### src/rtl/fft8_output_serializer_if.sv
// Frame-in / sample-out handshake bundle for the FFT output serializer.
// The slave modport is the serializer's view; master is the surrounding logic.
interface fft8_output_serializer_if #(
  parameter int WIDTH = 16,
  parameter int N     = 8,
  parameter int LOG2N = 3
);
  logic               in_valid;
  logic               in_ready;
  logic [N*WIDTH-1:0] in_re;
  logic [N*WIDTH-1:0] in_im;
  logic               out_valid;
  logic               out_ready;
  logic [WIDTH-1:0]   out_re;
  logic [WIDTH-1:0]   out_im;
  logic [LOG2N-1:0]   out_bin;
  logic               out_last;

  modport slave (
    input  in_valid, in_re, in_im, out_ready,
    output in_ready, out_valid, out_re, out_im, out_bin, out_last
  );

  modport master (
    output in_valid, in_re, in_im, out_ready,
    input  in_ready, out_valid, out_re, out_im, out_bin, out_last
  );
endinterface

### src/rtl/fft8_output_serializer.sv
// Captures a whole parallel FFT frame into a two-slot ping-pong buffer and
// streams it out one complex sample per cycle, natural or bit-reversed order.
module fft8_output_serializer #(
  parameter int WIDTH       = 16,
  parameter int N           = 8,
  parameter int LOG2N       = 3,
  parameter int BIT_REVERSE = 1
) (
  input logic                   clk,
  input logic                   rst_n,
  fft8_output_serializer_if.slave bus
);

  localparam logic [LOG2N-1:0] LAST_IDX = LOG2N'(N - 1);

  function automatic logic [LOG2N-1:0] bitrev(input logic [LOG2N-1:0] v);
    logic [LOG2N-1:0] r;
    r = {LOG2N{1'b0}};
    for (int b = 0; b < LOG2N; b++) begin
      r[b] = v[LOG2N-1-b];
    end
    return r;
  endfunction

  logic [WIDTH-1:0] slot_re_r [2][N];
  logic [WIDTH-1:0] slot_im_r [2][N];
  logic [1:0]       count_r,  count_nxt_s;
  logic             wr_ptr_r, wr_ptr_nxt_s;
  logic             rd_ptr_r, rd_ptr_nxt_s;
  logic [LOG2N-1:0] idx_r,    idx_nxt_s;

  logic             in_ready_s;
  logic             out_valid_s;
  logic             accept_s;
  logic             consume_s;
  logic             release_s;
  logic [LOG2N-1:0] lane_s;

  // Handshake qualifiers, all derived from registered state only.
  always_comb begin
    in_ready_s  = (count_r != 2'd2);
    out_valid_s = (count_r != 2'd0);
    accept_s    = bus.in_valid & in_ready_s;
    consume_s   = out_valid_s & bus.out_ready;
    release_s   = consume_s & (idx_r == LAST_IDX);
    if (BIT_REVERSE != 0) begin
      lane_s = bitrev(idx_r);
    end else begin
      lane_s = idx_r;
    end
  end

  // Next-state for occupancy, pointers and emit position.
  always_comb begin
    count_nxt_s  = count_r;
    wr_ptr_nxt_s = wr_ptr_r;
    rd_ptr_nxt_s = rd_ptr_r;
    idx_nxt_s    = idx_r;
    if (accept_s && !release_s) begin
      count_nxt_s = count_r + 2'd1;
    end else if (release_s && !accept_s) begin
      count_nxt_s = count_r - 2'd1;
    end else begin
      count_nxt_s = count_r;
    end
    if (accept_s) begin
      wr_ptr_nxt_s = ~wr_ptr_r;
    end else begin
      wr_ptr_nxt_s = wr_ptr_r;
    end
    if (release_s) begin
      idx_nxt_s    = {LOG2N{1'b0}};
      rd_ptr_nxt_s = ~rd_ptr_r;
    end else if (consume_s) begin
      idx_nxt_s    = idx_r + LOG2N'(1);
      rd_ptr_nxt_s = rd_ptr_r;
    end else begin
      idx_nxt_s    = idx_r;
      rd_ptr_nxt_s = rd_ptr_r;
    end
  end

  // Control state register.
  always_ff @(posedge clk or negedge rst_n) begin
    if (!rst_n) begin
      count_r  <= 2'd0;
      wr_ptr_r <= 1'b0;
      rd_ptr_r <= 1'b0;
      idx_r    <= {LOG2N{1'b0}};
    end else begin
      count_r  <= count_nxt_s;
      wr_ptr_r <= wr_ptr_nxt_s;
      rd_ptr_r <= rd_ptr_nxt_s;
      idx_r    <= idx_nxt_s;
    end
  end

  // Frame capture; the write slot is never the one being emitted while count != 2.
  always_ff @(posedge clk or negedge rst_n) begin
    if (!rst_n) begin
      for (int s = 0; s < 2; s++) begin
        for (int k = 0; k < N; k++) begin
          slot_re_r[s][k] <= {WIDTH{1'b0}};
          slot_im_r[s][k] <= {WIDTH{1'b0}};
        end
      end
    end else if (accept_s) begin
      for (int k = 0; k < N; k++) begin
        slot_re_r[wr_ptr_r][k] <= bus.in_re[k*WIDTH +: WIDTH];
        slot_im_r[wr_ptr_r][k] <= bus.in_im[k*WIDTH +: WIDTH];
      end
    end
  end

  // Output view of the current sample, forced to zero when nothing is held.
  always_comb begin
    bus.in_ready  = in_ready_s;
    bus.out_valid = out_valid_s;
    if (out_valid_s) begin
      bus.out_re   = slot_re_r[rd_ptr_r][lane_s];
      bus.out_im   = slot_im_r[rd_ptr_r][lane_s];
      bus.out_bin  = lane_s;
      bus.out_last = (idx_r == LAST_IDX);
    end else begin
      bus.out_re   = {WIDTH{1'b0}};
      bus.out_im   = {WIDTH{1'b0}};
      bus.out_bin  = {LOG2N{1'b0}};
      bus.out_last = 1'b0;
    end
  end

endmodule
### src/flat_wrapper.sv
// flat-port wrapper written by rule: the top's interface ports become plain ports
module fft8_output_serializer_flat 
#(
  parameter int WIDTH       = 16,
  parameter int N           = 8,
  parameter int LOG2N       = 3,
  parameter int BIT_REVERSE = 1
)
  (clk, rst_n, bus_in_valid, bus_in_re, bus_in_im, bus_out_ready, bus_in_ready, bus_out_valid, bus_out_re, bus_out_im, bus_out_bin, bus_out_last);
  fft8_output_serializer_if #(.WIDTH(WIDTH), .N(N), .LOG2N(LOG2N)) bus_i ();
  input logic clk;
  input logic rst_n;
  input wire logic [$bits(bus_i.in_valid)-1:0] bus_in_valid;
  input wire logic [$bits(bus_i.in_re)-1:0] bus_in_re;
  input wire logic [$bits(bus_i.in_im)-1:0] bus_in_im;
  input wire logic [$bits(bus_i.out_ready)-1:0] bus_out_ready;
  output wire logic [$bits(bus_i.in_ready)-1:0] bus_in_ready;
  output wire logic [$bits(bus_i.out_valid)-1:0] bus_out_valid;
  output wire logic [$bits(bus_i.out_re)-1:0] bus_out_re;
  output wire logic [$bits(bus_i.out_im)-1:0] bus_out_im;
  output wire logic [$bits(bus_i.out_bin)-1:0] bus_out_bin;
  output wire logic [$bits(bus_i.out_last)-1:0] bus_out_last;
  assign bus_i.in_valid = bus_in_valid;
  assign bus_i.in_re = bus_in_re;
  assign bus_i.in_im = bus_in_im;
  assign bus_i.out_ready = bus_out_ready;
  assign bus_in_ready = bus_i.in_ready;
  assign bus_out_valid = bus_i.out_valid;
  assign bus_out_re = bus_i.out_re;
  assign bus_out_im = bus_i.out_im;
  assign bus_out_bin = bus_i.out_bin;
  assign bus_out_last = bus_i.out_last;
  fft8_output_serializer #(.WIDTH(WIDTH), .N(N), .LOG2N(LOG2N), .BIT_REVERSE(BIT_REVERSE)) u_core (.clk(clk), .rst_n(rst_n), .bus(bus_i));
endmodule
### config.mk
export PLATFORM = sky130hd
export DESIGN_NAME = fft8_output_serializer_flat
export DESIGN_NICKNAME = d
export VERILOG_FILES = /design/src/rtl/fft8_output_serializer_if.sv /design/src/rtl/fft8_output_serializer.sv /design/src/flat_wrapper.sv
export SDC_FILE = /design/constraint.sdc
export NUM_CORES = 1
export LEC_CHECK = 0
export ABC_AREA = 1
export BUFFER_PORTS_ARGS = -buffer_cell sky130_fd_sc_hd__buf_4
export CELL_PAD_IN_SITES_DETAIL_PLACEMENT = 1
export CELL_PAD_IN_SITES_GLOBAL_PLACEMENT = 1
export CORE_ASPECT_RATIO = 1.25
export CORE_UTILIZATION = 44
export DETAILED_ROUTE_END_ITERATION = 8
export PLACE_DENSITY_LB_ADDON = 0.1
export SETUP_SLACK_MARGIN = 0.5
export SLEW_MARGIN = 20
export SYNTH_ARGS = -nofsm -noshare
export SYNTH_HDL_FRONTEND = slang
export SYNTH_SLANG_ARGS = --single-unit
export TNS_END_PERCENT = 100
### constraint.sdc
create_clock -name clk -period 1.96 [get_ports clk]
set_input_delay 0.392 -clock clk [delete_from_list [all_inputs] [get_ports clk]]
set_output_delay 0.392 -clock clk [all_outputs]
set_load 0.02 [all_outputs]
==> flow_summary.ini <==
[outcome]
status = finished, violations left
violations = setup timing

[setup_path]
worstPathRequired_ps = 1570
rrSetupSlack_ps = -310
crit_start = u_core.rd_ptr_r$_DFFE_PN0P_
setup.worst_path.end_class = output pin
crit_top_cell = nand2_1
worstSetupPathType = register to output pin
cp-start-kind = register
crit_chain = buf_12 -> buf_4 -> nand2_1 -> nand2_1 -> nand2_1 -> nand3_2 -> nand3_2 -> a21oi_4 -> buf_6
r2r-start = u_core.idx_r[1]$_DFFE_PN0P_
path_max_fanout = 7
cp_slowest_cell = dfrtp_4
slowest_delay_ps = 560
arrival_ps = 2550

[cts]
clock_path_buffers = 3
cts_tree = done
cts_sinks = 519
clk_pin_slew_ps = 60
cts-root-buf = clkbuf_16
cts_htree_levels = 2
cts_buffers = 57
clk_latency_ps = 640

[die]
ios = 298
core_mm2 = 0.0594
fp.dieW_um = 221
initial_utilization = 0.444
fp-row-count = 100
die_y_um = 276
dieArea_mm2 = 0.0609

[flow_run]
maxCapViolCount = 0

[min_path]
hp-start = bus_in_re[82]
hp-class = primary input to register

[synthesis]
syn_area_mm2 = 0.0264
synth_seq_area_share = 0.492
synthDistinctLibCells = 20
synth_compound_gate_area_share = 0.135
synthCells = 3434
synth_area_leaders = dfrtp_1, nand2_1, inv_1
synth_xor_area_frac = 0.000996
synthSimpleGateAreaFrac = 0.246
yosys.area.top_type = dfrtp_1
synth_fp_nets = 3697
synth_seq_cells = 519
synth_top_family_by_area = simple AND/OR/NAND/NOR gates
synth.area.mux_share = 0
yosysWarnings = 0
netlist.area_leader.share = 0.492
yosys.area_share.adder = 0.00142
postSynthAreaPerCell_um2 = 7.68

[route]
drt_iter0_drc = 2083
wl_mm = 118
avgViaCountPerCell = 5.62
avgRoutedWirePerCell_um = 25.4
first_pass_iters = 5
dr_total_vias = 26100
ant_nets = 0
drcViolationCount = 0

[sta]
fin_skew_ps = 22.0
max_freq_ghz = 0.340
final.setup.worst_slack_ps = -978
period_share = 1.50
maxSlewViolCount = 0
setup_viol_count_final = 46
hold_violations = 0
min_period_ps = 2940
whs_ps = 12.9
rsz0062_at_grt = yes
worst_pin_slew_ps = 511
slew-limit-headroom = 0.659

[layout]
area_growth_pct = 42.1
postLayoutCoreUtil = 0.631
final_area_mm2 = 0.0375
final_cell_count_no_fill = 4641
drive_above_1_share = 0.326
finalNetCount = 4090
diodes = 0

[global_routing]
grt_max_degree = 83
first_global_vias = 26700
antenna_found_initial = 1
grt_usage = 0.338
overflow = 0
grt_pass1_wl_mm = 157

[power_and_ir_drop]
ir_drop_v = 0.00124
p_leak_nw = 19.5
power.density_mw_per_mm2 = 1930

[place]
dp_cells = 4406
dpl.hpwl_mm = 68.3
io_buffers = 297
pre_cts_ws_ps = -269
place_area_mm2 = 0.0307
place_congestion = 0.899
-- synthesized netlist by cell type, drive strengths merged --
library cell  count
xnor2             2
or2               1
inv             520
clkbuf           81
buf             142
nand2          1286
clkinv            1
dfrtp           519
nand3           323
o21ai           516
ha                3
xor2              1
a21oi            33
nor2              6
-- final timing paths --
path,to,cells past startpoint
max,bus_out_im[4],9
min,u_core.slot_re_r[162]$_DFFE_PN0P_,3
max reg2reg,u_core.count_r[1]$_DFFE_PN0P_,12
min reg2reg,u_core.slot_re_r[168]$_DFFE_PN0P_,2
max in group asynchronous,u_core.slot_re_r[150]$_DFFE_PN0P_,3
min in group asynchronous,u_core.slot_im_r[23]$_DFFE_PN0P_,2
-- critical path: cells and delay by family (launching register included) --
family	cells	cell delay [ps]
flip-flops	1	560
AND/OR/NAND/NOR	5	610
AO/OA/AOI/OAI	1	200
buffers and inverters	3	510
-- final cells by class --
class	count	area, µm²
repair inverters	1	20.0
inverters	521	2010
repair buffers	554	6830
flip-flops and latches	519	13000
fillers	6794	22000
clock inverters	30	459
multi-input cells	2173	12500
clock buffers	78	1700
well taps	765	957
-- where the power goes --
part,switching [W],total (W),leakage [nW],internal [W]
logic,0.0236,0.0399,12.0,0.0164
clock network,0.00491,0.0124,1.05,0.00752
registers,0.00415,0.0200,6.45,0.0158
total,0.0326,0.0723,19.5,0.0397
-- kinds of logic (layout without fill, tap and decap cells) --
kind of cell	after synthesis	after routing
xor gates and xnor gates	3	3
and+or+nand+nor	1616	1618
adders and majority gates	3	3
buffers and inverters	744	1184
AOI/OAI and AO/OA	549	549
DFF	519	519
-- cell usage in the layout (no fill, tap or decap), drive strengths merged, types with 3 or more instances in the layout --
cell type    instances
dfrtp              519
bufbuf              12
bufinv              11
nor2                 6
a21oi               33
clkbuf             108
ha                   3
nand2             1288
clkinvlp             6
buf                506
dlygate4sd3          6
inv                519
clkinv              16
o21ai              516
nand3              323
-- what timing repair did --
| action | CTS | global route |
|---|---|---|
| buffers inserted | 25 | 25 |
| hold buffers | 6 | 0 |
| gates cloned | 25 | 46 |
| endpoints found under the setup margin | 556 | 557 |
| hold endpoints to repair | 127 | 0 |
| pin swaps | 36 | 76 |
| resized for setup | 154 | 455 |
-- through the flow --
stage / power [W] / TNS, ps
floorplan: 0.0375 / 0
global placement: 0.0469 / -5760
detailed placement: 0.0482 / -6280
CTS: 0.0640 / -30010
global route: 0.0755 / -32000
finish: 0.0723 / -30270
-- per-layer routing --
layer,share of wire,GRT usage
met1,0.36,0.384
met2,0.51,0.618
met3,0.058,0.0432
met4,0.070,0.185
met5,0.000085,0
-- sequential cells by signal, summed over array words and instances (netlist names) --
signal and cells:
u_core.slot_im_r 256, u_core.slot_re_r 256, u_core.idx_r 3, u_core.count_r 2, u_core.rd_ptr_r 1, u_core.wr_ptr_r 1
Note: power is estimated with default switching activity, not from simulation.
